## src/rtl/fir_coef_sequencer_if.sv

```systemverilog
// fir_coef_sequencer_if
// Groups the host shadow-bank port, the filter coefficient/mode port and the
// masked valid into one bundle. The master side is the host plus the filter's
// data_out_valid; the slave side is the sequencer.
interface fir_coef_sequencer_if #(
  parameter int COEF_WIDTH = 16
);
  // Host shadow-bank access and commit request
  logic                         wr_en;
  logic [3:0]                   wr_addr;
  logic [COEF_WIDTH-1:0]        wr_data;
  logic [1:0]                   wr_mode;
  logic                         commit;
  // Host status
  logic                         busy;
  logic                         commit_done;
  logic                         reject;
  // Filter reconfiguration port
  logic                         fir_coef_load;
  logic [3:0]                   fir_coef_addr;
  logic [COEF_WIDTH-1:0]        fir_coef_data;
  logic [1:0]                   fir_filter_mode;
  // Filter output valid in, masked valid out to the DPLL
  logic                         fir_out_valid;
  logic                         out_valid;
  // Gain check results (tied to zero unless the gain check is built in)
  logic signed [COEF_WIDTH+3:0] coef_sum;
  logic                         unity_gain;

  modport master (
    output wr_en, wr_addr, wr_data, wr_mode, commit, fir_out_valid,
    input  busy, commit_done, reject, fir_coef_load, fir_coef_addr,
           fir_coef_data, fir_filter_mode, out_valid, coef_sum, unity_gain
  );

  modport slave (
    input  wr_en, wr_addr, wr_data, wr_mode, commit, fir_out_valid,
    output busy, commit_done, reject, fir_coef_load, fir_coef_addr,
           fir_coef_data, fir_filter_mode, out_valid, coef_sum, unity_gain
  );
endinterface

```

## src/rtl/fir_coef_sequencer.sv

```systemverilog
// fir_coef_sequencer
// Runtime reconfiguration controller for one fir_flux_filter. The host fills a
// shadow bank and commits; the sequencer streams the bank into the filter
// (adaptive mode only), switches filter_mode, then hides the filter's valid
// until SETTLE_SAMPLES outputs computed under the new setup have gone by.
// Optional build macro: FIR_SEQ_GAIN_CHECK_EN adds a running sum of the loaded
// coefficients and a unity-gain flag; without it those outputs are tied to 0.
module fir_coef_sequencer #(
  parameter int NUM_TAPS       = 16,
  parameter int COEF_WIDTH     = 16,
  parameter int SETTLE_SAMPLES = 20
) (
  input  logic                 clk,
  input  logic                 reset,
  fir_coef_sequencer_if.slave  bus
);

  localparam int          ADDR_W        = 4;
  localparam int          CNT_W         = (SETTLE_SAMPLES > 0) ? $clog2(SETTLE_SAMPLES + 1) : 1;
  localparam logic [31:0] NUM_TAPS_U    = NUM_TAPS;
  localparam logic [31:0] SETTLE_U      = SETTLE_SAMPLES;
  localparam logic [1:0]  MODE_BYPASS   = 2'b00;
  localparam logic [1:0]  MODE_ADAPTIVE = 2'b11;
  localparam logic [CNT_W-1:0] CNT_MAX  = {CNT_W{1'b1}};

  typedef enum logic [2:0] {
    ST_IDLE,
    ST_LOAD,
    ST_SWITCH,
    ST_SETTLE,
    ST_DONE
  } state_t;

  state_t                 state_q, state_d;
  logic [ADDR_W-1:0]      tap_q, tap_d;
  logic [1:0]             tgt_mode_q, tgt_mode_d;
  logic [1:0]             mode_q, mode_d;
  logic [CNT_W-1:0]       settle_cnt_q, settle_cnt_d;
  logic                   load_q, load_d;
  logic [ADDR_W-1:0]      addr_q, addr_d;
  logic [COEF_WIDTH-1:0]  data_q, data_d;
  logic                   reject_q, reject_d;

  logic                   idle;
  logic                   addr_in_range;
  logic                   wr_ok;
  logic                   last_tap;
  logic                   settle_hit;
  logic [ADDR_W-1:0]      rd_addr;
  logic [COEF_WIDTH-1:0]  rd_data;
  logic [COEF_WIDTH-1:0]  shadow_rd [NUM_TAPS];

  assign idle          = (state_q == ST_IDLE);
  assign addr_in_range = (32'(bus.wr_addr) < NUM_TAPS_U);
  // Host writes only land while idle; everything else is dropped and flagged.
  assign wr_ok         = idle & bus.wr_en & addr_in_range;
  assign last_tap      = (32'(tap_q) == NUM_TAPS_U - 32'd1);
  assign settle_hit    = (32'(settle_cnt_q) == SETTLE_U - 32'd1);

  // Shadow bank: one register per tap so the whole bank clears on reset.
  generate
    for (genvar gi = 0; gi < NUM_TAPS; gi++) begin : g_shadow
      logic [COEF_WIDTH-1:0] entry_q;

      // Capture an accepted host write aimed at this tap.
      always_ff @(posedge clk) begin
        if (reset) begin
          entry_q <= '0;
        end else if (wr_ok && (bus.wr_addr == ADDR_W'(gi))) begin
          entry_q <= bus.wr_data;
        end
      end

      assign shadow_rd[gi] = entry_q;
    end
  endgenerate

  // The tap read here is the one presented on the next cycle: tap 0 when the
  // commit is taken, tap k+1 while tap k is on the bus. A write landing on the
  // commit cycle is forwarded so it reaches the filter in this very load.
  assign rd_addr = idle ? '0 : ADDR_W'(tap_q + 1'b1);
  assign rd_data = (wr_ok && (bus.wr_addr == rd_addr)) ? bus.wr_data : shadow_rd[rd_addr];

  // Next-state and registered-output decode for the reconfiguration sequence.
  always_comb begin
    state_d      = state_q;
    tap_d        = tap_q;
    tgt_mode_d   = tgt_mode_q;
    mode_d       = mode_q;
    settle_cnt_d = settle_cnt_q;
    load_d       = 1'b0;
    addr_d       = '0;
    data_d       = '0;
    reject_d     = (bus.wr_en & ~wr_ok) | (bus.commit & ~idle);

    unique case (state_q)
      ST_IDLE: begin
        if (bus.commit) begin
          tgt_mode_d = bus.wr_mode;
          if (bus.wr_mode == MODE_ADAPTIVE) begin
            state_d = ST_LOAD;
            tap_d   = '0;
            load_d  = 1'b1;
            addr_d  = '0;
            data_d  = rd_data;
          end else begin
            state_d = ST_SWITCH;
          end
        end
      end

      ST_LOAD: begin
        if (last_tap) begin
          state_d = ST_SWITCH;
          tap_d   = '0;
        end else begin
          tap_d  = ADDR_W'(tap_q + 1'b1);
          load_d = 1'b1;
          addr_d = ADDR_W'(tap_q + 1'b1);
          data_d = rd_data;
        end
      end

      ST_SWITCH: begin
        mode_d       = tgt_mode_q;
        settle_cnt_d = '0;
        state_d      = (SETTLE_SAMPLES == 0) ? ST_DONE : ST_SETTLE;
      end

      ST_SETTLE: begin
        if (bus.fir_out_valid) begin
          if (settle_hit) begin
            state_d = ST_DONE;
          end
          // Saturate rather than wrap so a stray extra pulse cannot restart the count.
          if (settle_cnt_q != CNT_MAX) begin
            settle_cnt_d = settle_cnt_q + 1'b1;
          end
        end
      end

      ST_DONE: begin
        state_d = ST_IDLE;
      end

      default: begin
        state_d = ST_IDLE;
      end
    endcase
  end

  // State and output registers; reset abandons any sequence in flight.
  always_ff @(posedge clk) begin
    if (reset) begin
      state_q      <= ST_IDLE;
      tap_q        <= '0;
      tgt_mode_q   <= MODE_BYPASS;
      mode_q       <= MODE_BYPASS;
      settle_cnt_q <= '0;
      load_q       <= 1'b0;
      addr_q       <= '0;
      data_q       <= '0;
      reject_q     <= 1'b0;
    end else begin
      state_q      <= state_d;
      tap_q        <= tap_d;
      tgt_mode_q   <= tgt_mode_d;
      mode_q       <= mode_d;
      settle_cnt_q <= settle_cnt_d;
      load_q       <= load_d;
      addr_q       <= addr_d;
      data_q       <= data_d;
      reject_q     <= reject_d;
    end
  end

  assign bus.busy            = ~idle;
  assign bus.commit_done     = (state_q == ST_DONE);
  assign bus.reject          = reject_q;
  assign bus.fir_coef_load   = load_q;
  assign bus.fir_coef_addr   = addr_q;
  assign bus.fir_coef_data   = data_q;
  assign bus.fir_filter_mode = mode_q;
  // The filter's adaptive bank is live while being rewritten, so the whole
  // busy window (load included) is hidden from the DPLL.
  assign bus.out_valid       = bus.fir_out_valid & ~bus.busy;

`ifdef FIR_SEQ_GAIN_CHECK_EN
  localparam int SUM_W = COEF_WIDTH + 4;
  localparam logic signed [SUM_W-1:0] UNITY = SUM_W'(32768);

  logic signed [SUM_W-1:0] coef_sum_q;
  logic                    unity_q;
  logic                    adaptive_commit;

  assign adaptive_commit = idle & bus.commit & (bus.wr_mode == MODE_ADAPTIVE);

  // Sum the coefficients exactly as they are driven to the filter.
  always_ff @(posedge clk) begin
    if (reset) begin
      coef_sum_q <= '0;
    end else if (adaptive_commit) begin
      coef_sum_q <= '0;
    end else if (state_q == ST_LOAD) begin
      coef_sum_q <= coef_sum_q + $signed({{4{data_q[COEF_WIDTH-1]}}, data_q});
    end
  end

  // Judge the gain once the load is complete; non-adaptive commits keep the old verdict.
  always_ff @(posedge clk) begin
    if (reset) begin
      unity_q <= 1'b0;
    end else if ((state_q == ST_SWITCH) && (tgt_mode_q == MODE_ADAPTIVE)) begin
      unity_q <= (coef_sum_q == UNITY);
    end
  end

  assign bus.coef_sum   = coef_sum_q;
  assign bus.unity_gain = unity_q;
`else
  assign bus.coef_sum   = '0;
  assign bus.unity_gain = 1'b0;
`endif

endmodule

```

## src/flat_wrapper.sv

```systemverilog
// flat-port wrapper written by rule: the top's interface ports become plain ports
module fir_coef_sequencer_flat 
#(
  parameter int NUM_TAPS       = 16,
  parameter int COEF_WIDTH     = 16,
  parameter int SETTLE_SAMPLES = 20
)
  (clk, reset, bus_wr_en, bus_wr_addr, bus_wr_data, bus_wr_mode, bus_commit, bus_fir_out_valid, bus_busy, bus_commit_done, bus_reject, bus_fir_coef_load, bus_fir_coef_addr, bus_fir_coef_data, bus_fir_filter_mode, bus_out_valid, bus_coef_sum, bus_unity_gain);
  fir_coef_sequencer_if #(.COEF_WIDTH(COEF_WIDTH)) bus_i ();
  input  logic clk;
  input  logic reset;
  input wire logic [$bits(bus_i.wr_en)-1:0] bus_wr_en;
  input wire logic [$bits(bus_i.wr_addr)-1:0] bus_wr_addr;
  input wire logic [$bits(bus_i.wr_data)-1:0] bus_wr_data;
  input wire logic [$bits(bus_i.wr_mode)-1:0] bus_wr_mode;
  input wire logic [$bits(bus_i.commit)-1:0] bus_commit;
  input wire logic [$bits(bus_i.fir_out_valid)-1:0] bus_fir_out_valid;
  output wire logic [$bits(bus_i.busy)-1:0] bus_busy;
  output wire logic [$bits(bus_i.commit_done)-1:0] bus_commit_done;
  output wire logic [$bits(bus_i.reject)-1:0] bus_reject;
  output wire logic [$bits(bus_i.fir_coef_load)-1:0] bus_fir_coef_load;
  output wire logic [$bits(bus_i.fir_coef_addr)-1:0] bus_fir_coef_addr;
  output wire logic [$bits(bus_i.fir_coef_data)-1:0] bus_fir_coef_data;
  output wire logic [$bits(bus_i.fir_filter_mode)-1:0] bus_fir_filter_mode;
  output wire logic [$bits(bus_i.out_valid)-1:0] bus_out_valid;
  output wire logic [$bits(bus_i.coef_sum)-1:0] bus_coef_sum;
  output wire logic [$bits(bus_i.unity_gain)-1:0] bus_unity_gain;
  assign bus_i.wr_en = bus_wr_en;
  assign bus_i.wr_addr = bus_wr_addr;
  assign bus_i.wr_data = bus_wr_data;
  assign bus_i.wr_mode = bus_wr_mode;
  assign bus_i.commit = bus_commit;
  assign bus_i.fir_out_valid = bus_fir_out_valid;
  assign bus_busy = bus_i.busy;
  assign bus_commit_done = bus_i.commit_done;
  assign bus_reject = bus_i.reject;
  assign bus_fir_coef_load = bus_i.fir_coef_load;
  assign bus_fir_coef_addr = bus_i.fir_coef_addr;
  assign bus_fir_coef_data = bus_i.fir_coef_data;
  assign bus_fir_filter_mode = bus_i.fir_filter_mode;
  assign bus_out_valid = bus_i.out_valid;
  assign bus_coef_sum = bus_i.coef_sum;
  assign bus_unity_gain = bus_i.unity_gain;
  fir_coef_sequencer #(.NUM_TAPS(NUM_TAPS), .COEF_WIDTH(COEF_WIDTH), .SETTLE_SAMPLES(SETTLE_SAMPLES)) u_core (.clk(clk), .reset(reset), .bus(bus_i));
endmodule
```

## config.mk

```make
export PLATFORM = sky130hd
export DESIGN_NAME = fir_coef_sequencer_flat
export DESIGN_NICKNAME = d
export VERILOG_FILES = /design/src/rtl/fir_coef_sequencer_if.sv /design/src/rtl/fir_coef_sequencer.sv /design/src/flat_wrapper.sv
export SDC_FILE = /design/constraint.sdc
export NUM_CORES = 1
export LEC_CHECK = 0
export BUFFER_PORTS_ARGS = -buffer_cell sky130_fd_sc_hd__clkbuf_2
export CORE_AREA = 2 2 175 177
export CTS_BUF_LIST = sky130_fd_sc_hd__clkbuf_16
export DETAILED_ROUTE_END_ITERATION = 8
export DIE_AREA = 0 0 177 179
export PLACE_DENSITY = 0.62
export SYNTH_ARGS = -nofsm -noshare
export SYNTH_HDL_FRONTEND = slang
export SYNTH_SLANG_ARGS = --single-unit
```

## constraint.sdc

```tcl
create_clock -name clk -period 2.9 [get_ports clk]
set_input_delay 0.58 -clock clk [delete_from_list [all_inputs] [get_ports clk]]
set_output_delay 0.58 -clock clk [all_outputs]
set_load 0.005 [all_outputs]
```

==> results.toml, run 1 <==
[run_status]
outcome = "completed"

[die]
start_util_pct = 43.9
io_pins = 75
die_h_um = 179
std_cell_rows = 64
die-area_um2 = 31700
die_width_um = 177
core_um2 = 30000

[clocking]
htree_levels = 1
cts_sinks = 294
tritoncts = "yes"
cts-root-buf = "clkbuf_16"
postCtsSetupBuffers = 0
cts.path.max_buffers = 3
numCtsBuffers = 31
path_clk_slew_ns = 0.06
postCtsHoldBufs = 0
clk_latency_ns = 0.57
cts-resized-gates = 0

[final_layout]
fill_cells = 2956
layout.nets = 1628
multi_input_area_um2 = 6540
antennaDiodeCount = 0
drive_gt1_share_pct = 12.9
area_growth_pct = 10.4
seq_area_um2 = 5890
layoutNonFillerInstCount = 2019

[logic_synthesis]
ys_warn_count = 0
yosysUniqueCellTypes = 55
synthCells = 1620
synth.area.top_cells = "dfxtp_1, nand2_1, a21oi_1, mux2i_1, nand3_1"
synth_top_area_share_pct = 44.6
syn_area_per_cell_um2 = 8.15
ys_seq_area_share_pct = 44.6
synth_flop_cell = "dfxtp_1"
synth-edff-count = 0
syn_area_um2 = 13200
synth_top_cell_by_area = "dfxtp_1"
yosys_register_bits = 294
async_flop_share_pct = 0

[timing]
rsz0062_at_grt = "false"
slew_viol_final = 0
finalHoldViolations = 0
layout_min_cycle_time_ns = 2.61
min_period_over_period_pct = 89.9
fmax_mhz = 383
skew_ns = 0.0138
fin_setup_tns_ns = 0
max_slew.worst_pin.slew_ns = 1.15
finalSetupViolCount = 0
relSlewSlack_pct = 23.4

[detailed_routing]
wire_per_inst_um = 19.9
wl_met2_mm = 18.9
routed_via_density = 5.77
vias = 11643
drcViolationCount = 0
firstDrtPassIters = 6
wl_met1_mm = 17.2
drt.antenna.violating_nets = 0
routed_wirelength_mm = 40.2
highest_layer = "met5"
first_iter_violations = 1092
wl_met3_mm = 2.68

[global_route]
antenna_found_initial = 1
grt_pass1_vias = 11159
grt_usage_pct = 25.3
grt_pass1_wl_mm = 63.2
grt_max_degree = 156
gr-total-overflow = 0

[placed_design]
io_buffers = 53
hpwl_mm = 26.0
gp_congestion = 0.912
dp_cells = 1961

[min_path]
hold_path_class = "input port to register"

[setup_path]
worstSetupPathType = "register to output port"
path_max_fanout = 13
crit_required_ns = 2.32
cp-start-kind = "register"
endpoint_kind = "output port"
critical_path_arrival_ns = 2.03

[power_and_ir_drop]
leakage_nw = 5.09
ir_worst_vdd_v = 0.000539
power_density_nw_per_um2 = 684

[run]
drv_cap = 0
layout by cell type (no fill, tap or decap), drive strengths merged, types with 2 or more instances in the layout:
| cell type | synthesis | final |
|---|---|---|
| nand2 | 357 | 357 |
| dfxtp | 294 | 294 |
| a21oi | 219 | 219 |
| nand3 | 145 | 145 |
| mux2i | 94 | 94 |
| clkbuf | 114 | 84 |
| nor2 | 70 | 70 |
| buf | 70 | 56 |
| mux2 | 30 | 30 |
| o211ai | 30 | 30 |
| a211oi | 21 | 21 |
| conb | 1 | 21 |
| clkinv | 0 | 21 |
| o21ai | 20 | 20 |
| a2bb2oi | 18 | 18 |
| and3 | 17 | 17 |
| o2111ai | 16 | 16 |
| o221ai | 13 | 13 |
| o22a | 13 | 13 |
| inv | 7 | 13 |
| nor3 | 12 | 12 |
| and2 | 11 | 11 |
| nand2b | 5 | 5 |
| xor2 | 4 | 4 |
| nor2b | 4 | 4 |
| a31oi | 3 | 3 |
| ha | 3 | 3 |
| or2 | 2 | 2 |
| nor4 | 2 | 2 |
| xnor2 | 2 | 2 |
| nor3b | 2 | 2 |
| a22oi | 2 | 2 |
| o22ai | 2 | 2 |
| and4b | 2 | 2 |
| nand4 | 2 | 2 |
| or3 | 2 | 2 |
Yosys cell counts, drive strengths merged (3+ instances only):
| library cell | count |
|---|---|
| a211oi | 21 |
| a21oi | 219 |
| a2bb2oi | 18 |
| a31oi | 3 |
| and2 | 11 |
| and3 | 17 |
| buf | 70 |
| clkbuf | 114 |
| dfxtp | 294 |
| ha | 3 |
| inv | 7 |
| mux2 | 30 |
| mux2i | 94 |
| nand2 | 357 |
| nand2b | 5 |
| nand3 | 145 |
| nor2 | 70 |
| nor2b | 4 |
| nor3 | 12 |
| o2111ai | 16 |
| o211ai | 30 |
| o21ai | 20 |
| o221ai | 13 |
| o22a | 13 |
| xor2 | 4 |
kinds of logic (layout without fill, tap and decap cells):
kind of cell / count (synthesis) / after routing / synth area share (%)
and+or+nand+nor: 637 / 637 / 21.1
AOI/OAI and AO/OA: 364 / 364 / 17.2
DFF: 294 / 294 / 44.6
buffers and inverters: 191 / 174 / 6.68
muxes: 124 / 124 / 9.69
xor gates and xnor gates: 6 / 6 / 0.398
adders and majority gates: 3 / 3 / 0.284
other: 1 / 21 / 0.0284
worst paths after layout:
path / endpoint / from / slack, ns / depth (start not counted)
setup / recovery: bus_busy / u_core.state_q[2]$_SDFFE_PP0P_ / 0.29 / 4
hold reg to reg: u_core.g_shadow[5].entry_q[12]$_SDFFE_PP0P_ / u_core.g_shadow[5].entry_q[12]$_SDFFE_PP0P_ / 0.45 / 2
hold / removal: u_core.tgt_mode_q[1]$_SDFFE_PP0P_ / bus_wr_mode[1] / 0.32 / 3
setup reg to reg: u_core.bus.fir_coef_data[14]$_SDFF_PP0_ / u_core.tap_q[0]$_SDFFE_PP0P_ / 0.35 / 6
per-layer routing:
layer,global-route usage [%],vias up
li1,-,5520
met1,33.7,5604
met2,42.1,425
met3,3.58,92
met4,8.92,2
met5,0,-
critical path, stage by stage, from the launching register on:
cell,delay (ns)
dfxtp_1,0.33
nor3_4,0.39
inv_1,0.32
buf_4,0.28
clkbuf_2,0.14
sequential cells by signal (all words and copies together) (netlist names):
| register | cells |
|---|---|
| u_core.tgt_mode_q | 2 |
| u_core.bus.fir_coef_load | 1 |
| u_core.bus.reject | 1 |
| u_core.settle_cnt_q | 5 |
| u_core.bus.fir_coef_addr | 4 |
| u_core.bus.fir_coef_data | 16 |
| u_core.tap_q | 4 |
| u_core.state_q | 3 |
| u_core.g_shadow.entry_q | 256 |
| u_core.bus.fir_filter_mode | 2 |
metrics by stage:
step	hold slack, ns	utilization, %	setup WS (ns)	power, mW	instance area [um2]
floorplan	0.432	-	0.880	5.76	13300
global placement	0.439	45.5	0.362	6.41	13700
detailed placement	0.443	45.5	0.351	6.43	13700
CTS	0.305	48.5	0.0925	9.97	14600
global route	0.331	48.5	0.191	10.3	14600
finish	0.318	48.5	0.292	9.95	14600
area by class of cell:
cell class	count	share of cell area, %
Clock inverter	27	0.816
Clock buffer	31	5.33
Tap cell	396	3.40
Inverter	7	0.180
Timing Repair Buffer	109	4.94
Sequential cell	294	40.4
Multi-Input combinational cell	1155	44.9
where the power goes:
group          internal, mW  switching (mW)
registers              4.15          0.0774
clock network          1.93            1.65
logic                 0.752            1.40
total                  6.83            3.13
No activity file was read; power rests on OpenSTA's default activity.
==> inputs of run 2 (changes only) <==
Settings changed: ABC_AREA set to 1, CORE_AREA 2 2 175 177 to 2 2 174 176, DIE_AREA 0 0 177 179 to 0 0 176 178, SETUP_SLACK_MARGIN set to 0.5.
==> run 2 against run 1 <==
Cell count rose by 8.9%. Combinational power rose by 30%. Synthesized cell count rose by 12%. Global-route usage fell by 0.44 points. Worst hold slack improved by 0.0075 ns. Sequential share of layout area rose by 0.31 points.
==> results.toml, run 2 <==
[logic_synthesis]
ys_seq_area_share_pct = 45.0
synthAdderAreaFrac_pct = 0.287
syn_area_um2 = 13100
synth_top_area_share_pct = 45.0
yosysUniqueCellTypes = 36
synth.area.top_cells = "dfxtp_1, a21oi_1, o21ai_0, nand3_1, nand2_1"
syn_area_per_cell_um2 = 7.20
synth_compound_area_share_pct = 21.8
synth_top_cell_by_area = "dfxtp_1"
synth_xor_area_share_pct = 0.268
muxShareOfSynthArea_pct = 0
netlist_top_cells_count = "dfxtp_1, a21oi_1, o21ai_0"
yosys_register_bits = 294
synth_top_family_by_area = "simple AND/OR/NAND/NOR gates"
synth_simple_gate_area_share_pct = 22.8
yosysMostFrequentCell = "dfxtp_1"
synth_flop_cell = "dfxtp_1"
async_flop_share_pct = 0
synthCells = 1815
synth-edff-count = 0
ys_warn_count = 0

[timing]
fin_setup_tns_ns = 0
worst_slack_ns = 0.618
skew_ns = 0.0210
layout_min_cycle_time_ns = 2.28
rsz0062_at_grt = "false"
finalHoldViolations = 0
relSlewSlack_pct = 40.7
slew_viol_final = 0
min_period_over_period_pct = 78.7
finalSetupViolCount = 0
max_slew.worst_pin.slew_ns = 0.889
fmax_mhz = 438

[setup_path]
cp-start-kind = "register"
critPathBufInv = 3
r2r_cells = 10
critical_path_arrival_ns = 1.70
worst-path-stages = 5
cp_slowest_stage_delay_ns = 0.46
slowest_stage = "dfxtp_1"
critPathTopFamily = "flip-flops"
crit_chain = "inv_2 -> nand2_4 -> buf_6 -> nor2_1 -> clkbuf_2"
path_max_fanout = 23
worstSetupPathType = "register to output port"
crit_required_ns = 2.32
endpoint_kind = "output port"

[final_layout]
antennaDiodeCount = 0
layout_commonest_cell = "dfxtp_1"
drive_gt1_share_pct = 10.1
layout.nets = 1813
multi_input_area_um2 = 6000
largest_register_ffs = 256
fill_cells = 2932
regMostFlops = "u_core.g_shadow.entry_q"
seq_area_um2 = 5890
area_growth_pct = 10.5
mostFrequentLayoutCells = "dfxtp_1, a21oi_1, o21ai_0"

[power_and_ir_drop]
switching_share_pct = 34.8
comb_power_share_pct = 25.2
p_sw_mw = 3.85
leakage_nw = 5.85
power_density_nw_per_um2 = 766
sequentialPowerShare_pct = 39.2
p_int_mw = 7.22
power_frac_clock_pct = 35.6
ir_worst_vdd_v = 0.000560

[clocking]
cts-root-buf = "clkbuf_16"
cts.path.max_buffers = 3
cts_sinks = 294
tritoncts = "yes"
clk_latency_ns = 0.57
htree_levels = 1
postCtsHoldBufs = 0
path_clk_slew_ns = 0.07
numCtsBuffers = 31

[placed_design]
gp_congestion = 0.810
place_worst_setup_slack_ns = 0.706
io_buffers = 53
hpwl_mm = 21.9

[detailed_routing]
vias = 12028
drcViolationCount = 0
wire_per_inst_um = 17.8
drt.antenna.violating_nets = 0
first_iter_violations = 1269
routed_via_density = 5.47
firstDrtPassIters = 6
routed_wirelength_mm = 39.2

[run]
drv_cap = 0

[global_route]
grt_pass1_wl_mm = 62.1
antenna_found_initial = 0
gr-total-overflow = 0
grt_max_degree = 110
grt_pass1_vias = 11141
grt_usage_pct = 24.9

[min_path]
hold_path_class = "input port to register"
hold_depth = 3

[die]
die-area_um2 = 31300
die_width_um = 176
std_cell_rows = 63
io_pins = 75
die_h_um = 178
core_um2 = 29400
start_util_pct = 44.4

[run_status]
outcome = "completed"
## run 2: layer usage
layer  part of all wire [%]  track usage [%]
met5                      0                0
met4                    2.3             7.16
met3                    5.3             2.88
met2                     48             42.2
met1                     45             33.6
## run 2: logic make-up (layout without fill, tap and decap cells)
| logic type | after synthesis | in the layout |
|---|---|---|
| simple gates | 670 | 670 |
| fa+ha+maj | 3 | 3 |
| other cells | 1 | 21 |
| flops | 294 | 294 |
| xor+xnor | 4 | 4 |
| buf+inv | 286 | 259 |
| compound gates | 557 | 557 |
## run 2: final cells by class
cell class                      count  share of cell area [%]
Tap cell                          390                    3.38
Multi-Input combinational cell   1255                    41.5
Clock buffer                       31                    5.37
Inverter                          110                    2.89
Timing Repair Buffer               91                    4.50
Sequential cell                   294                    40.8
Clock inverter                     27                    1.58
## run 2: final timing paths
check | slack, ns | end | from
setup / recovery | 0.62 | bus_out_valid | u_core.state_q[1]$_SDFFE_PP0P_
hold / removal | 0.33 | u_core.g_shadow[6].entry_q[3]$_SDFFE_PP0P_ | bus_wr_data[3]
setup reg to reg | 0.67 | u_core.bus.fir_coef_data[9]$_SDFF_PP0_ | u_core.state_q[2]$_SDFFE_PP0P_
hold reg to reg | 0.45 | u_core.tgt_mode_q[1]$_SDFFE_PP0P_ | u_core.tgt_mode_q[1]$_SDFFE_PP0P_
## run 2: tightest hold or removal path, stage by stage
cell	delay, ns
clkbuf_2	0.08
clkinv_1	0.12
a21oi_1	0.08
## run 2: per-stage QoR
step	std cells	total power, mW	util, %	hold WS, ns	cell area, um2
after floorplan	1835	6.37	-	0.430	13100
after global placement	2140	7.15	45.7	0.440	13400
after detailed placement	2140	7.15	45.7	0.448	13400
after CTS	2198	11.1	49.1	0.305	14400
after global routing	2198	11.6	49.1	0.338	14400
final	2198	11.1	49.1	0.325	14400
## run 2: what timing repair did
item | in CTS | in global routing
setup buffers | 0 | 0
gates resized for setup | 0 | 2
endpoints found under the setup margin | 0 | 3
## run 2: power groups by stage
stage,Combinational (mW),Sequential [mW],Clock [mW]
floorplan,1.97,4.39,0
global placement,2.73,4.42,0
detailed placement,2.73,4.42,0
CTS,2.75,4.33,3.99
global route,3.06,4.35,4.16
finish,2.79,4.34,3.95
